**config.mk**
```make
export PLATFORM = sky130hd
export DESIGN_NAME = squarer_rr_sched
export DESIGN_NICKNAME = d
export VERILOG_FILES = /design/src/rtl/squarer_rr_sched.sv
export SDC_FILE = /design/constraint.sdc
export NUM_CORES = 1
export LEC_CHECK = 0
export ABC_CLOCK_PERIOD_IN_PS = 4290
export BUFFER_PORTS_ARGS = -buffer_cell sky130_fd_sc_hd__buf_2
export CAP_MARGIN = 25
export CELL_PAD_IN_SITES_DETAIL_PLACEMENT = 2
export CELL_PAD_IN_SITES_GLOBAL_PLACEMENT = 2
export CORE_MARGIN = 3
export CORE_UTILIZATION = 41
export DETAILED_ROUTE_END_ITERATION = 8
export PLACE_DENSITY_LB_ADDON = 0.1
export SLEW_MARGIN = 0
export SYNTH_ARGS = -nofsm -noshare
export SYNTH_HDL_FRONTEND = slang
export SYNTH_SLANG_ARGS = --single-unit
```
**constraint.sdc**
```tcl
create_clock -name clk -period 4.29 [get_ports clk]
set_input_delay 0 -clock clk [delete_from_list [all_inputs] [get_ports clk]]
set_output_delay 0 -clock clk [all_outputs]
set_load 0.03 [all_outputs]
```
**src/rtl/squarer_rr_sched.sv**
```systemverilog
// Round-robin front end sharing one 8-bit squarer datapath among NUM_REQ requesters.
// Returns square, requester ID and garbage-line popcount on one backpressured channel.
module squarer_rr_sched #(
    parameter int unsigned NUM_REQ = 4,
    parameter int unsigned ID_W    = 2,
    parameter int unsigned CNT_W   = 16
) (
    input  logic                 clk,
    input  logic                 rst_n,
    input  logic [NUM_REQ-1:0]   req_valid,
    input  logic [8*NUM_REQ-1:0] req_a,
    output logic [NUM_REQ-1:0]   req_ready,
    output logic                 rsp_valid,
    input  logic                 rsp_ready,
    output logic [15:0]          rsp_y,
    output logic [ID_W-1:0]      rsp_id,
    output logic [7:0]           rsp_gones,
    output logic                 busy,
    output logic [CNT_W-1:0]     op_count
);

    localparam logic [1:0] StIdle = 2'd0;
    localparam logic [1:0] StEval = 2'd1;
    localparam logic [1:0] StDone = 2'd2;

    logic [1:0]       rst_sync_q;
    logic             rst_int_n;
    logic [1:0]       state_q, state_d;
    logic [ID_W-1:0]  rr_ptr_q, rr_ptr_d;
    logic [7:0]       operand_q, operand_d;
    logic [ID_W-1:0]  id_q, id_d;
    logic             rsp_valid_q, rsp_valid_d;
    logic [15:0]      rsp_y_q, rsp_y_d;
    logic [ID_W-1:0]  rsp_id_q, rsp_id_d;
    logic [7:0]       rsp_gones_q, rsp_gones_d;
    logic [CNT_W-1:0] op_count_q, op_count_d;

    logic             grant_window;
    logic             grant_found;
    logic [ID_W-1:0]  grant_idx;
    logic [ID_W-1:0]  grant_next;
    logic             accept;

    logic [55:0]      garbage_pp;
    logic [127:0]     garbage_sum;
    logic [15:0]      sq_y;
    logic [7:0]       sq_gones;

    // Reset asserts asynchronously but releases on a clock edge.
    always_ff @(posedge clk or negedge rst_n) begin
        if (!rst_n) begin
            rst_sync_q <= 2'b00;
        end else begin
            rst_sync_q <= {rst_sync_q[0], 1'b1};
        end
    end
    assign rst_int_n = rst_sync_q[1];

    // Squarer datapath: off-diagonal partial products and running row sums are the garbage lines.
    for (genvar i = 0; i < 8; i++) begin : g_pp_row
        for (genvar j = 0; j < 8; j++) begin : g_pp_col
            if (j != i) begin : g_pp
                assign garbage_pp[i*7 + (j < i ? j : j - 1)] = operand_q[i] & operand_q[j];
            end
        end
    end

    always_comb begin
        logic [15:0] acc;
        acc         = 16'h0000;
        garbage_sum = '0;
        for (int unsigned r = 0; r < 8; r++) begin
            acc = acc + (operand_q[r] ? ({8'h00, operand_q} << r) : 16'h0000);
            garbage_sum[16*r +: 16] = acc;
        end
        sq_y = acc;
    end

    always_comb begin
        sq_gones = 8'h00;
        for (int unsigned k = 0; k < 56; k++) begin
            sq_gones = sq_gones + {7'b0, garbage_pp[k]};
        end
        for (int unsigned k = 0; k < 128; k++) begin
            sq_gones = sq_gones + {7'b0, garbage_sum[k]};
        end
    end

    // Arbiter: first valid requester at or after rr_ptr, wrapping.
    always_comb begin
        int unsigned     idx_int;
        logic [ID_W-1:0] idx;
        grant_found = 1'b0;
        grant_idx   = '0;
        idx_int     = 0;
        idx         = '0;
        for (int unsigned off = 0; off < NUM_REQ; off++) begin
            idx_int = (32'(rr_ptr_q) + off) % NUM_REQ;
            idx     = idx_int[ID_W-1:0];
            if (!grant_found && req_valid[idx]) begin
                grant_found = 1'b1;
                grant_idx   = idx;
            end
        end
    end

    assign grant_window = rst_int_n &&
                          ((state_q == StIdle) || ((state_q == StDone) && rsp_ready));
    assign accept       = grant_window && grant_found;
    assign req_ready    = accept ? (NUM_REQ'(1) << grant_idx) : '0;
    assign grant_next   = (grant_idx == ID_W'(NUM_REQ - 1)) ? '0 : grant_idx + ID_W'(1);

    always_comb begin
        state_d     = state_q;
        rr_ptr_d    = rr_ptr_q;
        operand_d   = operand_q;
        id_d        = id_q;
        rsp_valid_d = rsp_valid_q;
        rsp_y_d     = rsp_y_q;
        rsp_id_d    = rsp_id_q;
        rsp_gones_d = rsp_gones_q;
        op_count_d  = op_count_q;

        if (accept) begin
            operand_d = req_a[{grant_idx, 3'b000} +: 8];
            id_d      = grant_idx;
            rr_ptr_d  = grant_next;
        end

        case (state_q)
            StIdle: begin
                if (accept) state_d = StEval;
            end
            StEval: begin
                rsp_y_d     = sq_y;
                rsp_id_d    = id_q;
                rsp_gones_d = sq_gones;
                rsp_valid_d = 1'b1;
                state_d     = StDone;
            end
            StDone: begin
                if (rsp_ready) begin
                    op_count_d  = op_count_q + CNT_W'(1);
                    rsp_valid_d = 1'b0;
                    state_d     = accept ? StEval : StIdle;
                end
            end
            default: state_d = StIdle;
        endcase
    end

    always_ff @(posedge clk or negedge rst_int_n) begin
        if (!rst_int_n) begin
            state_q     <= StIdle;
            rr_ptr_q    <= '0;
            operand_q   <= 8'h00;
            id_q        <= '0;
            rsp_valid_q <= 1'b0;
            rsp_y_q     <= 16'h0000;
            rsp_id_q    <= '0;
            rsp_gones_q <= 8'h00;
            op_count_q  <= '0;
        end else begin
            state_q     <= state_d;
            rr_ptr_q    <= rr_ptr_d;
            operand_q   <= operand_d;
            id_q        <= id_d;
            rsp_valid_q <= rsp_valid_d;
            rsp_y_q     <= rsp_y_d;
            rsp_id_q    <= rsp_id_d;
            rsp_gones_q <= rsp_gones_d;
            op_count_q  <= op_count_d;
        end
    end

    assign rsp_valid = rsp_valid_q;
    assign rsp_y     = rsp_y_q;
    assign rsp_id    = rsp_id_q;
    assign rsp_gones = rsp_gones_q;
    assign busy      = (state_q != StIdle);
    assign op_count  = op_count_q;

endmodule
```
==> run_results.csv, run 1 <==
group,metric,value,unit
clocking,cts_resized,251,
yosys,synthTopCellsByArea,"fa_1, dfrtp_1, ha_1, inv_1, xnor2_1",
place,dpl.hpwl,30.7,mm
yosys,synth_top_area_share,22.7,%
yosys,synth.most_common_cell,"inv_1",
yosys,synth_edf_count,0,
outcome,error,"[ERROR DPL-0033] detailed placement checks failed during check placement.",
yosys,synth_top_flop_cell,"dfrtp_1",
clocking,clockBufferDepth,2,
yosys,synth_area,0.00759,mm²
place,gp_congestion,0.919,
yosys,synth_nets,1022,
outcome,lastStage,"clock tree synthesis (4_1_cts)",
yosys,yosys.area.top_type,"fa_1",
die,ios,87,
die,die_h,142,µm
die,rows,49,
die,die_width,142,µm
yosys,synth-async-reset-ratio,100,%
place,io_buffers,85,
outcome,outcome,"stopped before the end",
clocking,ctsHoldBuffers,3,
place,dp_cells,1293,
die,start_util,42.0,%
clocking,numCtsBuffers,9,
clocking,h-tree-depth,3,
yosys,synth_cells,810,
yosys,synthTopCellsByCount,"inv_1, ha_1, fa_1",
yosys,ys_warn_count,0,
yosys,ys_ff_latch,58,
clocking,cts_sinks,58,
yosys,synth_cell_types,59,
clocking,root_buffer,"clkbuf_16",
yosys,syn_area_per_cell,9.37,µm²
yosys,yosysSeqAreaShare,19.1,%
clocking,postCtsSetupBuffers,76,
==> logic make-up after synthesis <==
logic type      synth area share, %
buf+inv                        8.09
simple gates                   12.7
compound gates                 11.2
other cells                  0.0989
mux                            3.02
fa+ha+maj                      37.2
flops                          19.1
xor+xnor                       8.55
==> per-stage QoR <==
| stage | util (%) | instance area [µm²] | setup WS, ps | hold WS, ps |
|---|---|---|---|---|
| floorplan | - | 7900 | -7080 | -296 |
| global placement | 54.9 | 9930 | -7790 | -216 |
| detailed placement | 55.0 | 9940 | -9230 | -210 |
==> inputs of run 2 (changes only) <==
Settings changed: CELL_PAD_IN_SITES_DETAIL_PLACEMENT 2 to unset, CELL_PAD_IN_SITES_GLOBAL_PLACEMENT 2 to unset, CORE_UTILIZATION 41 to 40, PLACE_DENSITY_LB_ADDON 0.1 to 0.15.
==> run_results.csv, run 2 <==
group,metric,value,unit
outcome,outcome,"finished, violations left",
outcome,violations,"setup timing",
clocking,clk_latency,320,ps
yosys,synth-async-reset-ratio,100,%
yosys,synth_nets,1022,
die,die_width,144,µm
clocking,cts_sinks,58,
grt,grt-ovfl-total,0,
drt,vias,6565,
sta,finalHoldViolCount,0,
worst_setup_path,r2r_start,"operand_q[1]",
grt,antenna_found_initial,0,
drt,routedWlPerCell,16.4,µm
sta,skew,5.97,ps
yosys,synth_top_flop_cell,"dfrtp_1",
sta,setup_viol,18,
worst_setup_path,cp_slowest_cell,"fa_2",
sta,rsz0062_at_grt,"yes",
cells_and_area,multiInputGateArea,0.00664,mm²
worst_setup_path,path_max_fanout,6,
cells_and_area,area_growth,51.6,%
yosys,synth_cell_types,59,
clocking,clk_pin_slew,50,ps
worst_setup_path,max_stage_delay,570,ps
sta,period_share,271,%
place,dpl.hpwl,17.7,mm
clocking,clockBufferDepth,2,
worst_setup_path,crit_required,4480,ps
worst_setup_path,worstSetupStartpoint,"operand_q[1]",
cells_and_area,final_common_cell,"buf_4",
worst_setup_path,crit_type,"reg2reg",
drt,drc_errors,0,
sta,finalSetupTns,-72910,ps
cells_and_area,nets,1333,
sta,worst_pin_slew,878,ps
clocking,root_buffer,"clkbuf_16",
yosys,ys_ff_latch,58,
place,gp_congestion,0.899,
yosys,synth_top_area_share,22.7,%
worst_setup_path,start_kind,"register",
clocking,cts_tree,"done",
cells_and_area,mostFrequentLayoutCells,"buf_4, inv_1, buf_2, fa_1, nand2_1",
cells_and_area,postLayoutCoreUtil,62.8,%
sta,clock.fmax,0.0861,GHz
drt,drtIter0Drc,241,
die,die_h,144,µm
sta,slew_headroom,41.5,%
sta,period_needed,11620,ps
worst_setup_path,critPathArrivalTime,11810,ps
drt,wl,22.3,mm
die,ios,87,
die,coreArea,0.0183,mm²
cells_and_area,drive_gt1_share,46.6,%
yosys,synthTopCellsByArea,"fa_1, dfrtp_1, ha_1, inv_1, xnor2_1",
grt,grt_pass1_wl,35.1,mm
yosys,synth_edf_count,0,
cells_and_area,nFillCells,1509,
drt,antenna_left,0,
worst_setup_path,critPathCaptureType,"register",
yosys,ys_warn_count,0,
die,die-area,0.0207,mm²
sta,finalWorstSetupSlack,-7330,ps
run,cap_violations,0,
grt,grt_usage,21.8,%
sta,drv_slew,0,
drt,firstDrtPassIters,6,
drt,vias_per_cell,4.85,
clocking,h-tree-depth,3,
yosys,synth_cells,810,
place,io_buffers,85,
yosys,yosysSeqAreaShare,19.1,%
die,start_util,41.4,%
yosys,synth.most_common_cell,"inv_1",
cells_and_area,antenna_cells,0,
min_path,hold_start,"req_a[27]",
worst_setup_path,r2r_slack,-7330,ps
yosys,synthTopCellsByCount,"inv_1, ha_1, fa_1",
grt,grt_max_degree,57,
grt,grt_pass1_vias,6811,
min_path,hold_path_class,"in2reg",
yosys,synth_area,0.00759,mm²
die,rows,49,
yosys,yosys.area.top_type,"fa_1",
cells_and_area,largest_reg_flops,16,
clocking,numCtsBuffers,9,
yosys,syn_area_per_cell,9.37,µm²
cells_and_area,seqCellArea,0.00146,mm²
-- run 2: path summary, 6_finish.rpt --
path / endpoint / depth (start not counted)
hold reg to reg: rst_sync_q[1] / 0
max in group asynchronous: operand_q[0] / 1
min in group asynchronous: op_count[5] / 1
setup reg to reg: rsp_gones[6] / 52
hold / removal: operand_q[3] / 5
setup / recovery: rsp_gones[6] / 52
-- run 2: critical path, delay by kind of cell (launching register included) --
| family | cells | cell delay, ps |
|---|---|---|
| adders and majority gates | 17 | 6470 |
| and+or+nand+nor | 6 | 400 |
| AOI/OAI and AO/OA | 16 | 2520 |
| DFF | 1 | 460 |
| xor gates and xnor gates | 7 | 1250 |
| buffers and inverters | 6 | 380 |
-- run 2: cell type report --
type	count	share of cell area (%)
inverters	138	4.53
clock inverters	4	0.641
flip-flops and latches	58	12.7
well taps	229	2.49
repair buffers	322	19.7
clock buffers	12	2.23
multi-input cells	592	57.7
-- run 2: per-stage QoR --
stage | area (µm²) | setup slack, ps | hold slack [ps] | std cells
detailed placement | 9930 | -7610 | -211 | 1292
floorplan | 7900 | -7080 | -296 | 810
global placement | 9930 | -7530 | -215 | 1292
global route | 11500 | -7770 | 117 | 1355
finish | 11500 | -7330 | 54.9 | 1355
CTS | 10900 | -7370 | 52.8 | 1332
-- run 2: what timing repair did --
item                                    4_1_cts  5_1_grt
endpoints found under the setup margin       18       18
pin swaps                                    35       56
resized for setup                            76       75
endpoints found under the hold margin         3        0
hold buffers                                  3        0
gates cloned                                  1        0
setup buffers                                21       21
-- run 2: kinds of logic (layout without fill, tap and decap cells) --
family	after synthesis	count (layout)	synth area share (%)
compound gates	135	135	11.2
simple gates	189	189	12.7
xor+xnor	71	71	8.55
fa+ha+maj	174	174	37.2
mux	21	21	3.02
flops	58	58	19.1
other cells	2	2	0.0989
buf+inv	160	476	8.09
-- run 2: per-layer routing --
layer | track usage, % | wire length, µm | vias up
met5 | 0 | 0 | -
met4 | 3.17 | 253 | 0
met3 | 3.63 | 823 | 19
met2 | 38.1 | 11400 | 97
met1 | 29.4 | 9790 | 3219
li1 | - | - | 3230
Power of run 2 is left out: the tool's default activity adds up to more than one toggle a clock period on the data nets, which glitch-free logic cannot reach.
